<file path="src/rtl/multicycle_control_pkg.sv">
// Shared definitions for the multicycle RV64I control path: state codes,
// base opcodes, datapath mux encodings and the packed control word.
// Also used by the immediate generator and the ALU control.
package multicycle_control_pkg;

    typedef enum logic [3:0] {
        S_FETCH    = 4'd0,
        S_DECODE   = 4'd1,
        S_MEM_ADDR = 4'd2,
        S_MEM_RD   = 4'd3,
        S_MEM_WB   = 4'd4,
        S_MEM_WR   = 4'd5,
        S_EXEC_R   = 4'd6,
        S_EXEC_I   = 4'd7,
        S_ALU_WB   = 4'd8,
        S_BRANCH   = 4'd9,
        S_JAL      = 4'd10,
        S_JALR     = 4'd11,
        S_HALT     = 4'd12
    } state_t;

    localparam logic [6:0] OP_R      = 7'b0110011;
    localparam logic [6:0] OP_I      = 7'b0010011;
    localparam logic [6:0] OP_LOAD   = 7'b0000011;
    localparam logic [6:0] OP_STORE  = 7'b0100011;
    localparam logic [6:0] OP_BRANCH = 7'b1100011;
    localparam logic [6:0] OP_JAL    = 7'b1101111;
    localparam logic [6:0] OP_JALR   = 7'b1100111;

    localparam logic [1:0] M2R_ALUOUT = 2'd0;
    localparam logic [1:0] M2R_MDR    = 2'd1;
    localparam logic [1:0] M2R_PC     = 2'd2;

    localparam logic [1:0] SRCA_PC     = 2'd0;
    localparam logic [1:0] SRCA_RS1    = 2'd1;
    localparam logic [1:0] SRCA_OLD_PC = 2'd2;

    localparam logic [1:0] SRCB_RS2  = 2'd0;
    localparam logic [1:0] SRCB_FOUR = 2'd1;
    localparam logic [1:0] SRCB_IMM  = 2'd2;

    localparam logic [1:0] ALUOP_ADD   = 2'b00;
    localparam logic [1:0] ALUOP_SUB   = 2'b01;
    localparam logic [1:0] ALUOP_FUNCT = 2'b10;

    localparam logic [1:0] PCSRC_ALU     = 2'd0;
    localparam logic [1:0] PCSRC_ALUOUT  = 2'd1;
    localparam logic [1:0] PCSRC_ALU_JR  = 2'd2;

    typedef struct packed {
        logic       pc_write;
        logic       pc_write_cond;
        logic       ir_write;
        logic       mem_read;
        logic       mem_write;
        logic       iord;
        logic       reg_write;
        logic       halted;
        logic [1:0] mem_to_reg;
        logic [1:0] alu_src_a;
        logic [1:0] alu_src_b;
        logic [1:0] alu_op;
        logic [1:0] pc_source;
    } ctrl_t;

endpackage

</file>
<file path="src/rtl/multicycle_control_decode.sv">
// Combinational state -> control word decoder.
// Ports: state (current FSM state), mem_ready (memory handshake, only
// meaningful in FETCH), ctrl (full control word for the datapath).
module multicycle_control_decode
    import multicycle_control_pkg::*;
(
    input  state_t state,
    input  logic   mem_ready,
    output ctrl_t  ctrl
);

    always_comb begin
        ctrl = '0;
        unique case (state)
            S_FETCH: begin
                ctrl.mem_read  = 1'b1;
                ctrl.alu_src_a = SRCA_PC;
                ctrl.alu_src_b = SRCB_FOUR;
                ctrl.alu_op    = ALUOP_ADD;
                ctrl.pc_source = PCSRC_ALU;
                // IR and PC advance only on the cycle the fetch completes.
                ctrl.ir_write  = mem_ready;
                ctrl.pc_write  = mem_ready;
            end
            S_DECODE: begin
                ctrl.alu_src_a = SRCA_OLD_PC;
                ctrl.alu_src_b = SRCB_IMM;
                ctrl.alu_op    = ALUOP_ADD;
            end
            S_MEM_ADDR: begin
                ctrl.alu_src_a = SRCA_RS1;
                ctrl.alu_src_b = SRCB_IMM;
                ctrl.alu_op    = ALUOP_ADD;
            end
            S_MEM_RD: begin
                ctrl.mem_read = 1'b1;
                ctrl.iord     = 1'b1;
            end
            S_MEM_WB: begin
                ctrl.reg_write  = 1'b1;
                ctrl.mem_to_reg = M2R_MDR;
            end
            S_MEM_WR: begin
                ctrl.mem_write = 1'b1;
                ctrl.iord      = 1'b1;
            end
            S_EXEC_R: begin
                ctrl.alu_src_a = SRCA_RS1;
                ctrl.alu_src_b = SRCB_RS2;
                ctrl.alu_op    = ALUOP_FUNCT;
            end
            S_EXEC_I: begin
                ctrl.alu_src_a = SRCA_RS1;
                ctrl.alu_src_b = SRCB_IMM;
                ctrl.alu_op    = ALUOP_FUNCT;
            end
            S_ALU_WB: begin
                ctrl.reg_write  = 1'b1;
                ctrl.mem_to_reg = M2R_ALUOUT;
            end
            S_BRANCH: begin
                ctrl.alu_src_a     = SRCA_RS1;
                ctrl.alu_src_b     = SRCB_RS2;
                ctrl.alu_op        = ALUOP_SUB;
                ctrl.pc_write_cond = 1'b1;
                ctrl.pc_source     = PCSRC_ALUOUT;
            end
            S_JAL: begin
                // PC already holds PC+4 from FETCH, so it is the link value.
                ctrl.pc_write   = 1'b1;
                ctrl.pc_source  = PCSRC_ALUOUT;
                ctrl.reg_write  = 1'b1;
                ctrl.mem_to_reg = M2R_PC;
            end
            S_JALR: begin
                ctrl.alu_src_a  = SRCA_RS1;
                ctrl.alu_src_b  = SRCB_IMM;
                ctrl.alu_op     = ALUOP_ADD;
                ctrl.pc_write   = 1'b1;
                ctrl.pc_source  = PCSRC_ALU_JR;
                ctrl.reg_write  = 1'b1;
                ctrl.mem_to_reg = M2R_PC;
            end
            S_HALT: begin
                ctrl.halted = 1'b1;
            end
            default: ctrl = '0;
        endcase
    end

endmodule

</file>
<file path="src/rtl/multicycle_control.sv">
// Main control FSM for the multicycle RV64I datapath.
// Ports: clk, reset (sync, active-high), opcode (IR[6:0]), mem_ready
// (memory handshake); outputs are the datapath write enables and mux
// selects, halted (sticky illegal-opcode flag) and the debug state code.
//
// state    | meaning
// ---------+------------------------------------------------------
// FETCH    | read IR from memory at PC, PC <= PC+4 on mem_ready
// DECODE   | ALUOut <= old_pc + imm (branch/JAL target), dispatch
// MEM_ADDR | ALUOut <= rs1 + imm
// MEM_RD   | load read at ALUOut, wait for mem_ready
// MEM_WB   | rd <= MDR
// MEM_WR   | store write at ALUOut, wait for mem_ready
// EXEC_R   | ALUOut <= rs1 op rs2
// EXEC_I   | ALUOut <= rs1 op imm
// ALU_WB   | rd <= ALUOut
// BRANCH   | compare rs1/rs2, PC <= ALUOut if zero
// JAL      | PC <= ALUOut, rd <= PC
// JALR     | PC <= (rs1 + imm) & ~1, rd <= PC
// HALT     | illegal opcode, parked until reset
module multicycle_control
    import multicycle_control_pkg::*;
#(
    parameter int STATE_W = 4
) (
    input  logic               clk,
    input  logic               reset,
    input  logic [6:0]         opcode,
    input  logic               mem_ready,
    output logic               pc_write,
    output logic               pc_write_cond,
    output logic               ir_write,
    output logic               mem_read,
    output logic               mem_write,
    output logic               iord,
    output logic               reg_write,
    output logic [1:0]         mem_to_reg,
    output logic [1:0]         alu_src_a,
    output logic [1:0]         alu_src_b,
    output logic [1:0]         alu_op,
    output logic [1:0]         pc_source,
    output logic               halted,
    output logic [STATE_W-1:0] state
);

    state_t state_q;
    state_t state_d;
    ctrl_t  ctrl_raw;
    ctrl_t  ctrl;

    always_comb begin
        state_d = state_q;
        unique case (state_q)
            S_FETCH:    if (mem_ready) state_d = S_DECODE;
            S_DECODE: begin
                unique case (opcode)
                    OP_R:              state_d = S_EXEC_R;
                    OP_I:              state_d = S_EXEC_I;
                    OP_LOAD, OP_STORE: state_d = S_MEM_ADDR;
                    OP_BRANCH:         state_d = S_BRANCH;
                    OP_JAL:            state_d = S_JAL;
                    OP_JALR:           state_d = S_JALR;
                    default:           state_d = S_HALT;
                endcase
            end
            S_MEM_ADDR: state_d = (opcode == OP_STORE) ? S_MEM_WR : S_MEM_RD;
            S_MEM_RD:   if (mem_ready) state_d = S_MEM_WB;
            S_MEM_WR:   if (mem_ready) state_d = S_FETCH;
            S_EXEC_R,
            S_EXEC_I:   state_d = S_ALU_WB;
            S_MEM_WB,
            S_ALU_WB,
            S_BRANCH,
            S_JAL,
            S_JALR:     state_d = S_FETCH;
            S_HALT:     state_d = S_HALT;
            default:    state_d = S_FETCH;
        endcase
    end

    always_ff @(posedge clk) begin
        if (reset) state_q <= S_FETCH;
        else       state_q <= state_d;
    end

    multicycle_control_decode u_decode (
        .state     (state_q),
        .mem_ready (mem_ready),
        .ctrl      (ctrl_raw)
    );

    // Reset kills any in-flight access combinationally so nothing is
    // written in the reset cycle; halted stays visible until the edge.
    always_comb begin
        ctrl = ctrl_raw;
        if (reset) begin
            ctrl        = '0;
            ctrl.halted = ctrl_raw.halted;
        end
    end

    assign pc_write      = ctrl.pc_write;
    assign pc_write_cond = ctrl.pc_write_cond;
    assign ir_write      = ctrl.ir_write;
    assign mem_read      = ctrl.mem_read;
    assign mem_write     = ctrl.mem_write;
    assign iord          = ctrl.iord;
    assign reg_write     = ctrl.reg_write;
    assign mem_to_reg    = ctrl.mem_to_reg;
    assign alu_src_a     = ctrl.alu_src_a;
    assign alu_src_b     = ctrl.alu_src_b;
    assign alu_op        = ctrl.alu_op;
    assign pc_source     = ctrl.pc_source;
    assign halted        = ctrl.halted;
    assign state         = STATE_W'(state_q);

endmodule

</file>
<file path="config.mk">
export PLATFORM = sky130hd
export DESIGN_NAME = multicycle_control
export DESIGN_NICKNAME = d
export VERILOG_FILES = /design/src/rtl/multicycle_control_pkg.sv /design/src/rtl/multicycle_control_decode.sv /design/src/rtl/multicycle_control.sv
export SDC_FILE = /design/constraint.sdc
export NUM_CORES = 1
export LEC_CHECK = 0
export CORE_ASPECT_RATIO = 1.2
export CORE_MARGIN = 5
export CORE_UTILIZATION = 25
export DETAILED_ROUTE_END_ITERATION = 16
export SLEW_MARGIN = 30
export SYNTH_ARGS = -nofsm -noshare
export SYNTH_HDL_FRONTEND = slang
export SYNTH_HIERARCHICAL = 1
export SYNTH_SLANG_ARGS = --single-unit
</file>
<file path="constraint.sdc">
create_clock -name clk -period 1.69 [get_ports clk]
set_input_delay 0.169 -clock clk [delete_from_list [all_inputs] [get_ports clk]]
set_output_delay 0.169 -clock clk [all_outputs]
set_load 0.01 [all_outputs]
</file>
==> impl_metrics.py <==
metrics = {
    "run_status": {
        "run_status": "finished clean",
    },
    "route": {
        "route.detailed.wl_per_inst_um": 13.1,
        "ant_nets": 0,
        "route.detailed.drc": 0,
        "dr_total_vias": 909,
        "post_detailed_route_via_to_cell_ratio": 5.02,
        "drt-initial-drc-count": 29,
        "wl_um": 2380,
        "detail_route.first_pass.iterations": 6,
    },
    "floorplan": {
        "core.rowCount": 21,
        "pin_count": 32,
        "start_util_pct": 26.5,
        "die_area_mm2": 0.00421,
        "core_mm2": 0.00284,
        "die_h_um": 70.1,
        "die_w_um": 60.1,
    },
    "setup_path": {
        "cp_common_cell": "sky130_fd_sc_hd__buf_6",
        "r2r-end": "state[2]$_SDFFE_PP0P_",
        "critPathRequiredTime_ns": 1.83,
        "number_of_buffers_and_inverters_on_the_critical_path": 2,
        "worst-path-max-fanout": 13,
        "r2r_setup_slk_ns": 0.002,
        "crit-reg2reg-launch": "state[1]$_SDFFE_PP0P_",
        "worst_stage_delay_on_the_critical_path_ns": 0.35,
        "r2r.worst_path.cells": 6,
        "cp.arrival_ns": 1.83,
        "end_kind": "flip-flop",
        "critical_path.cell_chain": "buf_6, buf_6, nand2b_2, or3_4, a21boi_1, a311oi_1",
        "slowest_stage": "sky130_fd_sc_hd__or3_4",
        "startpoint_type_of_the_worst_setup_path": "flip-flop",
        "kind_of_critical_path": "reg2reg",
        "critical-path-top-delay-family": "simple AND/OR/NAND/NOR gates",
    },
    "min_path": {
        "worstHoldPathType": "in2reg",
        "hold_path_startpoint": "mem_ready",
        "hold_path_cells": 5,
        "min_to": "state[1]$_SDFFE_PP0P_",
    },
    "layout": {
        "syn2layout_area_growth_pct": 60.6,
        "final-instance-count-excl-fill": 181,
        "final_core_util_pct": 42.5,
        "drive_above_1_share_pct": 29.3,
        "final_net_count": 159,
        "antennaDiodeCount": 0,
        "max_ffs_per_register": 4,
    },
    "timing": {
        "grt_setup_unrepaired": "yes",
        "final.setup.tns_ns": 0,
        "drv_slew": 0,
        "final.min_clock_period_ns": 1.69,
        "timing.slew.headroom_pct": 73.5,
        "achievable-frequency_ghz": 0.592,
        "hold_slack_ns": 0.475,
        "worstMarginPinSlew_ns": 0.392,
        "fin_skew_ns": 0.00614,
        "setup_violations": 0,
        "final_number_of_hold_violating_endpoints": 0,
        "finalCritPeriodShare_pct": 99.9,
    },
    "grt": {
        "grt_start_max_net_pins": 22,
        "antenna_found_initial": 0,
        "number_of_global_route_vias_before_repair": 884,
        "global_route.overflow_total": 0,
        "grt_util_all_layers_pct": 11.0,
        "first_pass_grt_wire_length_um": 3740,
    },
    "place": {
        "io_buffers": 31,
        "place.detailed.instances": 178,
        "routabilityCongestion": 0.753,
        "place.detailed.hpwl_um": 1750,
    },
    "power_and_ir_drop": {
        "netSwitchingPower_mw": 0.218,
        "leakage_nw": 0.507,
        "sw_frac_of_total_pct": 37.6,
        "power.total_mw": 0.581,
        "ir_drop_mv": 0.211,
        "comb_power_share_pct": 60.2,
        "internal_power_mw": 0.363,
        "share_of_total_power_in_the_clock_network_pct": 20.8,
        "p_seq_share_pct": 19.0,
        "power_density_mw_per_mm2": 481,
    },
    "clock_tree": {
        "cts_max_level": 1,
        "clock_insertion_delay_worst_skew_ns": 0.24,
        "cts_tree": "yes",
        "clock_sinks": 4,
        "ctsLongestPathBuffers": 2,
        "cts_root_buffer": "sky130_fd_sc_hd__clkbuf_4",
        "cts-buffers-inserted": 3,
        "cts.hold.buffers_added": 0,
        "cts.clk_slew.worst_paths_ns": 0.04,
        "cts_setup_buffers": 0,
    },
    "yosys": {
        "postSynthRegisterBits": 4,
        "post-synth-top-count-cell": "sky130_fd_sc_hd__nor2b_1",
        "post-synth-top-area-fraction_pct": 18.3,
        "postSynth.asyncResetShare_pct": 0,
        "yosys-top-cells-area": "sky130_fd_sc_hd__nor2b_1 18%, sky130_fd_sc_hd__dfxtp_1 11%, sky130_fd_sc_hd__nor2_1 6.5%, sky130_fd_sc_hd__nand2b_1 5.8%, sky130_fd_sc_hd__mux2i_1 4.0%",
        "synth_edf_count": 0,
        "synthMuxAreaShare_pct": 5.49,
        "ys_dominant_reg_cell": "sky130_fd_sc_hd__dfxtp_1",
        "post_synth_fa_ha_maj_area_fraction_pct": 0,
        "synth.top_cells.by_count": "22 x sky130_fd_sc_hd__nor2b_1, 13 x sky130_fd_sc_hd__nor2_1, 7 x sky130_fd_sc_hd__nand2b_1, 6 x sky130_fd_sc_hd__nand2_1",
        "synthesis.instances": 111,
        "synth_top_cell_by_area": "sky130_fd_sc_hd__nor2b_1",
        "yosys_warnings": 6,
        "synthesized_nets": 121,
        "post_synth.cell_area_avg_um2": 6.77,
        "netlist_area_um2": 752,
        "synth_compound_gate_area_share_pct": 16.6,
        "ys_seq_area_share_pct": 10.6,
        "synth.distinct_cells": 44,
        "synth_xor_xnor_area_share_pct": 2.33,
        "combinational_family_with_the_most_area_after_synthesis": "simple AND/OR/NAND/NOR gates",
        "post_synth_and_or_nand_nor_area_fraction_pct": 54.7,
    },
    "job": {
        "max_cap_violations": 0,
    },
}
## through the flow
| stage | setup WS (ns) | cell area [µm²] |
|---|---|---|
| CTS | -0.0925 | 1180 |
| global route | -0.0284 | 1210 |
| finish | 0.00184 | 1210 |
| floorplan | 0.187 | 752 |
| detailed placement | -0.416 | 1140 |
| global placement | -0.412 | 1140 |
## tightest hold or removal path, delay by kind of cell
family | cells | cell delay [ns]
buffers and inverters | 2 | 0.27
AND/OR/NAND/NOR | 3 | 0.23
## cell type report
cell class | instances | area [µm²]
clock buffer | 3 | 22.5
fill | 306 | 1630
inverter | 5 | 18.8
multi-input combinational | 93 | 663
sequential | 4 | 83.8
tap | 34 | 42.5
timing repair buffer | 42 | 377
## routing by layer
| layer | up-vias | part of all wire, % | GRT usage (%) |
|---|---|---|---|
| met2 | 43 | 50 | 19.6 |
| met3 | 7 | 7.5 | 2.03 |
| met4 | 0 | 1.8 | 4.43 |
| met1 | 408 | 40 | 12.4 |
| met5 | - | 0 | 0 |
| li1 | 451 | - | - |
## timing repair
item                       in CTS  in global routing
resized for setup              33                 27
setup endpoints to repair      19                 13
pin swaps                       0                  1
## power groups by stage
stage	clock (mW)	sequential (mW)	combinational, mW
5_1_grt	0.128	0.112	0.382
6_report	0.121	0.111	0.350
3_3_place_gp	0	0.109	0.316
4_1_cts	0.125	0.110	0.322
3_5_place_dp	0	0.110	0.322
2_1_floorplan	0	0.118	0.182
## cells in the final DEF (no fill, tap or decap), drive strengths merged, types with 3 or more instances in the layout
master	instances
clkdlybuf4s50	12
a21oi	3
dfxtp	4
buf	13
nand3b	3
inv	5
nand2b	8
nor2b	22
nand2	6
clkbuf	9
mux2i	3
nor2	13
dlygate4sd2	8
## how the worst max path moves through the flow
stage               depth (start not counted)             startpoint  slack [ns]                     to
finish                                      6  state[1]$_SDFFE_PP0P_       0.002  state[2]$_SDFFE_PP0P_
global placement                            5              mem_ready       -0.41               pc_write
CTS                                         5              mem_ready       -0.09               pc_write
global route                                6  state[1]$_SDFFE_PP0P_       -0.03  state[2]$_SDFFE_PP0P_
detailed placement                          5              mem_ready       -0.42               pc_write
floorplan                                   4  state[0]$_SDFFE_PP0P_        0.19               pc_write
## cells by family after synthesis
group           count (synthesis)
simple gates                   69
buf+inv                        14
xor+xnor                        2
flops                           4
mux                             4
compound gates                 18
No activity file was read; power rests on OpenSTA's default activity.
